$ cat src/rtl/cordic_job_arbiter_pkg.sv
// Shared types and constants for the CORDIC job arbiter: FSM states, response
// error codes and default timing parameters.
package cordic_job_arbiter_pkg;

  typedef enum logic [2:0] {
    StIdle,
    StIssue,
    StWait,
    StRecover,
    StResp
  } state_e;

  localparam logic RspErrNone    = 1'b0;
  localparam logic RspErrTimeout = 1'b1;

  localparam int unsigned DefTimeout   = 64;
  localparam int unsigned DefRstCycles = 2;

endpackage

$ cat src/rtl/cordic_job_arbiter_rr_arbiter.sv
// Combinational round-robin arbiter: searches upward from ptr+1 (wrapping) and
// returns the first asserted request as a one-hot grant plus its index.
module cordic_job_arbiter_rr_arbiter #(
  parameter int unsigned N_REQ = 4,
  parameter int unsigned ID_W  = $clog2(N_REQ)
) (
  input  logic [N_REQ-1:0] req,
  input  logic [ID_W-1:0]  ptr,
  output logic [N_REQ-1:0] grant,
  output logic [ID_W-1:0]  grant_idx,
  output logic             grant_any
);

  always_comb begin
    int unsigned cand;
    grant     = '0;
    grant_idx = '0;
    grant_any = 1'b0;
    cand      = 0;
    for (int unsigned k = 1; k <= N_REQ; k++) begin
      cand = (32'(ptr) + k) % N_REQ;
      if (!grant_any && req[cand[ID_W-1:0]]) begin
        grant_any                = 1'b1;
        grant[cand[ID_W-1:0]]    = 1'b1;
        grant_idx                = cand[ID_W-1:0];
      end
    end
  end

endmodule

$ cat src/rtl/cordic_job_arbiter.sv
// Shares one CORDIC core between N_REQ requesters: round-robin accept, start
// pulse, wait for done with timeout/core-reset recovery, then respond to the winner.
module cordic_job_arbiter
  import cordic_job_arbiter_pkg::*;
#(
  parameter int unsigned N_REQ      = 4,
  parameter int unsigned DATA_W     = 32,
  parameter int unsigned TIMEOUT    = DefTimeout,
  parameter int unsigned RST_CYCLES = DefRstCycles,
  parameter int unsigned ID_W       = $clog2(N_REQ)
) (
  input  logic                    aclk,
  input  logic                    areset,
  input  logic [N_REQ-1:0]        req_valid,
  output logic [N_REQ-1:0]        req_ready,
  input  logic [N_REQ*DATA_W-1:0] req_theta,
  input  logic [N_REQ-1:0]        req_mode,
  output logic [N_REQ-1:0]        rsp_valid,
  input  logic [N_REQ-1:0]        rsp_ready,
  output logic [DATA_W-1:0]       rsp_data,
  output logic                    rsp_err,
  output logic [DATA_W-1:0]       cordic_theta,
  output logic                    cordic_mode,
  output logic                    cordic_start,
  output logic                    cordic_rst,
  input  logic                    cordic_done,
  input  logic [DATA_W-1:0]       cordic_result,
  output logic                    busy,
  output logic [7:0]              timeout_cnt
);

  localparam int unsigned TimerW = $clog2(TIMEOUT) + 1;
  localparam int unsigned RstW   = $clog2(RST_CYCLES) + 1;

  state_e              state_q, state_d;
  logic [ID_W-1:0]     rr_ptr_q, rr_ptr_d;
  logic [ID_W-1:0]     id_q, id_d;
  logic [DATA_W-1:0]   theta_q, theta_d;
  logic                mode_q, mode_d;
  logic [TimerW-1:0]   timer_q, timer_d;
  logic [RstW-1:0]     rst_cnt_q, rst_cnt_d;
  logic [DATA_W-1:0]   rsp_data_q, rsp_data_d;
  logic                rsp_err_q, rsp_err_d;
  logic [7:0]          tcnt_q, tcnt_d;
  logic                core_rst_q;

  logic [N_REQ-1:0]    grant;
  logic [ID_W-1:0]     grant_idx;
  logic                grant_any;

  cordic_job_arbiter_rr_arbiter #(
    .N_REQ (N_REQ),
    .ID_W  (ID_W)
  ) u_rr_arbiter (
    .req       (req_valid),
    .ptr       (rr_ptr_q),
    .grant     (grant),
    .grant_idx (grant_idx),
    .grant_any (grant_any)
  );

  always_comb begin
    state_d    = state_q;
    rr_ptr_d   = rr_ptr_q;
    id_d       = id_q;
    theta_d    = theta_q;
    mode_d     = mode_q;
    timer_d    = timer_q;
    rst_cnt_d  = rst_cnt_q;
    rsp_data_d = rsp_data_q;
    rsp_err_d  = rsp_err_q;
    tcnt_d     = tcnt_q;
    unique case (state_q)
      StIdle: begin
        if (grant_any) begin
          id_d     = grant_idx;
          rr_ptr_d = grant_idx;
          theta_d  = req_theta[32'(grant_idx) * DATA_W +: DATA_W];
          mode_d   = req_mode[grant_idx];
          state_d  = StIssue;
        end
      end
      StIssue: begin
        timer_d = '0;
        state_d = StWait;
      end
      StWait: begin
        timer_d = timer_q + 1'b1;
        // done has priority over a timeout expiring in the same cycle
        if (cordic_done) begin
          rsp_data_d = cordic_result;
          rsp_err_d  = RspErrNone;
          state_d    = StResp;
        end else if (timer_q == TimerW'(TIMEOUT - 1)) begin
          rsp_data_d = '0;
          rsp_err_d  = RspErrTimeout;
          if (tcnt_q != 8'hFF) tcnt_d = tcnt_q + 8'd1;
          rst_cnt_d  = '0;
          state_d    = StRecover;
        end
      end
      StRecover: begin
        if (rst_cnt_q == RstW'(RST_CYCLES - 1)) state_d = StResp;
        else rst_cnt_d = rst_cnt_q + 1'b1;
      end
      StResp: begin
        if (rsp_ready[id_q]) state_d = StIdle;
      end
      default: state_d = StIdle;
    endcase
  end

  always_ff @(posedge aclk) begin
    if (areset) begin
      state_q    <= StIdle;
      rr_ptr_q   <= ID_W'(N_REQ - 1);
      id_q       <= '0;
      theta_q    <= '0;
      mode_q     <= 1'b0;
      timer_q    <= '0;
      rst_cnt_q  <= '0;
      rsp_data_q <= '0;
      rsp_err_q  <= 1'b0;
      tcnt_q     <= '0;
      core_rst_q <= 1'b1;
    end else begin
      state_q    <= state_d;
      rr_ptr_q   <= rr_ptr_d;
      id_q       <= id_d;
      theta_q    <= theta_d;
      mode_q     <= mode_d;
      timer_q    <= timer_d;
      rst_cnt_q  <= rst_cnt_d;
      rsp_data_q <= rsp_data_d;
      rsp_err_q  <= rsp_err_d;
      tcnt_q     <= tcnt_d;
      core_rst_q <= 1'b0;
    end
  end

  always_comb begin
    rsp_valid = '0;
    if (state_q == StResp) rsp_valid[id_q] = 1'b1;
  end

  // Ready is gated by areset so nothing looks accepted while reset is held.
  assign req_ready    = (state_q == StIdle && !areset) ? grant : '0;
  assign rsp_data     = rsp_data_q;
  assign rsp_err      = rsp_err_q;
  assign cordic_theta = theta_q;
  assign cordic_mode  = mode_q;
  assign cordic_start = (state_q == StIssue);
  assign cordic_rst   = core_rst_q | (state_q == StRecover);
  assign busy         = (state_q != StIdle);
  assign timeout_cnt  = tcnt_q;

endmodule
$ cat config.mk
export PLATFORM = sky130hd
export DESIGN_NAME = cordic_job_arbiter
export DESIGN_NICKNAME = d
export VERILOG_FILES = /design/src/rtl/cordic_job_arbiter_pkg.sv /design/src/rtl/cordic_job_arbiter_rr_arbiter.sv /design/src/rtl/cordic_job_arbiter.sv
export SDC_FILE = /design/constraint.sdc
export NUM_CORES = 1
export LEC_CHECK = 0
export CORE_UTILIZATION = 45
export DETAILED_ROUTE_END_ITERATION = 8
export PLACE_DENSITY = 0.88
export SLEW_MARGIN = 0
export SYNTH_ARGS = -nofsm -noshare
export SYNTH_HDL_FRONTEND = slang
export SYNTH_SLANG_ARGS = --single-unit
$ cat constraint.sdc
create_clock -name aclk -period 6.81 [get_ports aclk]
set_clock_uncertainty 0.05 [all_clocks]
set_input_delay 1.362 -clock aclk [delete_from_list [all_inputs] [get_ports aclk]]
set_output_delay 1.362 -clock aclk [all_outputs]
set_load 0.02 [all_outputs]
==> reports/results.ini <==
[drt]
drt_pass1_iterations = 5
drtIter0Drc = 538
wl_per_cell_um = 18.1
postRouteAntennaNets = 0
vias = 6501
drc_errors = 0
via_per_inst = 6.05
wl_um = 19500

[critical_path]
required_ns = 5.40
r2r-end = cordic_theta[12]
cp-start-kind = input port
critPathMaxFanout = 30
r2r_cells = 11
worstSetupPathType = in -> out
cp_slowest_cell = mux4_2
critical-path-top-cell-by-count = clkdlybuf4s50_1
slowest_delay_ns = 0.66
r2r_start = rr_ptr_q[0]
rrSetupSlack_ns = 2.18
worstPathCellList = clkdlybuf4s50_1 > mux4_2 > nor2b_2 > buf_4 > a221o_1 > o21ai_0 > a21oi_1 > clkdlybuf4s50_1
cp_num_buf_inv = 3
crit_family = buffers and inverters
cp.arrival_ns = 4.23
end_kind = output port

[yosys]
synthesis.nets = 883
postSynthAreaPerCell_um2 = 8.57
synth-async-reset-ratio_pct = 0
synth_cell_types = 56
syn_area_um2 = 5980
ys_warn_count = 0
ys.flop_type = dfxtp_1
seq_area_frac_synth_pct = 30.5
synth_edf_count = 0
synth_seq_cells = 91
syn_inst = 697

[sta]
slew_headroom_pct = 18.6
hold_viol = 0
fmax_mhz = 177
setup_viol = 0
finalSetupTns_ns = 0
period_share_pct = 82.8
post-route-min-period_ns = 5.64
rsz0062_at_grt = false
worst_pin_slew_ns = 1.22
slew_viol_final = 0

[pwr]
irDropWorstVdd_mv = 0.321
fin_total_pwr_w = 0.00363
p_leak_nw = 3.01
powerDensity_nw_per_um2 = 412

[min_path]
whs_endpoint = rst_cnt_q[0]
hp-class = reg -> reg
min_path_cells = 2
min_from = rst_cnt_q[0]

[clock_tree]
cts_hold_buf = 0
ctsResizeCount = 0
cts_tree = yes
cts_sinks = 91
path_clk_slew_ns = 0.06
htreeDepth = 3
numCtsBuffers = 9
cts-root-buf = clkbuf_16
clock_latency_ns = 0.35
clockBufferDepth = 2
cts_setup_buffers = 0

[finish]
mostFrequentLayoutCells = clkdlybuf4s50_1, dfxtp_1, a211oi_1
design_area_um2 = 8820
diodes = 0
drive_gt1_share_pct = 8.20
area_growth_pct = 47.6
nets = 1083
fin_cells = 1074
mostFrequentLayoutCell = clkdlybuf4s50_1

[run_status]
status = finished, final reports clean

[global_routing]
grt_max_degree = 100
grt_pass1_wl_um = 29900
grt_antenna_before_repair = 0
grt-ovfl-total = 0
grt_pass1_vias = 5932
grt_usage_pct = 27.8

[floorplan]
die_height_um = 117
pin_count = 260
num_rows = 41
die_x_um = 117
dieArea_um2 = 13700
core_area_um2 = 12800
initial_utilization_pct = 46.8

[placement]
portBuffers = 259
dp.cells = 1058
placed_cell_area_um2 = 8520
dpl.hpwl_um = 13500
gp_congestion = 0.857

[run]
cap_violations = 0

worst register-to-register path, stage by stage (launching register included):
cell and delay [ns]:
dfxtp_4 0.40, inv_1 0.54, ha_1 0.47, mux2i_1 0.19
mux2_2 0.35, buf_4 0.37, a21oi_4 0.20, buf_4 0.40
or2_1 0.84, buf_4 0.34, a211oi_1 0.09, o32ai_1 0.29
registers in the layout, indices dropped and copies added, names as in the netlist, 2 cells and up:
signal and count:
cordic_theta 32, timeout_cnt 8, id_q 2, state_q 3
rst_cnt_q 2, rsp_data 32, rr_ptr_q 2, timer_q 7
cell type report:
cell class / instances / area (um2)
Fill cell: 1019 / 3950
Sequential cell: 91 / 1830
Timing Repair Buffer: 271 / 2680
Tap cell: 172 / 215
Inverter: 4 / 15.0
Multi-Input combinational cell: 520 / 3790
Clock buffer: 10 / 250
Clock inverter: 6 / 51.3
how the worst max path moves through the flow:
stage	startpoint	endpoint	slack, ns	cells after the start
finish	req_valid[2]	req_ready[2]	1.17	8
global route	req_valid[2]	req_ready[2]	0.99	8
CTS	req_valid[2]	req_ready[2]	1.21	8
detailed placement	req_valid[2]	req_ready[2]	1.25	8
global placement	req_valid[2]	req_ready[1]	1.29	8
floorplan	rr_ptr_q[0]	req_ready[0]	2.35	11
cells by family (layout without fill, tap and decap cells):
logic type,count (synthesis),in the layout,share of synthesized area [%]
xor+xnor,6,6,0.879
flops,91,91,30.5
buf+inv,86,291,6.47
fa+ha+maj,11,11,2.30
simple gates,211,211,20.2
mux,14,14,3.25
compound gates,278,278,36.4
cells in the mapped netlist, types with 4 or more instances:
master,number,share of area [%]
nor3_1,5,0.42
ha_1,11,2.3
a21oi_1,47,3.9
a221oi_1,4,0.59
buf_4,6,0.75
a22oi_1,33,4.1
mux2i_1,7,1.2
nand2b_1,36,3.8
a221oi_2,10,2.5
o21bai_1,17,2.1
or2_2,15,1.6
a211oi_1,69,8.7
clkbuf_1,52,3.3
nor3b_1,43,5.4
inv_1,4,0.25
nand3_1,6,0.50
nand2_1,15,0.94
a221o_1,30,5.0
nor2_1,64,4.0
xor2_1,4,0.59
o21ai_0,9,0.75
buf_2,21,1.8
o32ai_1,46,6.7
dfxtp_1,91,30
or3_1,4,0.42
mux4_2,4,1.5
per-stage QoR:
| step | utilization [%] | hold slack, ns | setup slack (ns) |
|---|---|---|---|
| after floorplan | - | 0.402 | 2.35 |
| after global placement | 66.7 | 0.422 | 1.29 |
| after detailed placement | 66.7 | 0.429 | 1.25 |
| after CTS | 69.1 | 0.438 | 1.21 |
| after global routing | 69.1 | 0.447 | 0.993 |
| final | 69.1 | 0.437 | 1.17 |
power by group:
group | internal, W | total (W) | switching (W)
clock | 0.000277 | 0.000507 | 0.000231
combinational | 0.000965 | 0.00238 | 0.00142
sequential | 0.000646 | 0.000741 | 0.0000950
routing by layer:
metal	vias to the layer above	wire length, um	share of wire, %	global-route usage (%)
met5	-	0	0	0
met4	0	438	2.3	8.78
met3	30	1280	6.6	7.05
met2	291	9920	51	48.0
met1	3064	7820	40	33.8
li1	3116	-	-	-
Power figures use the tool's default switching activity.
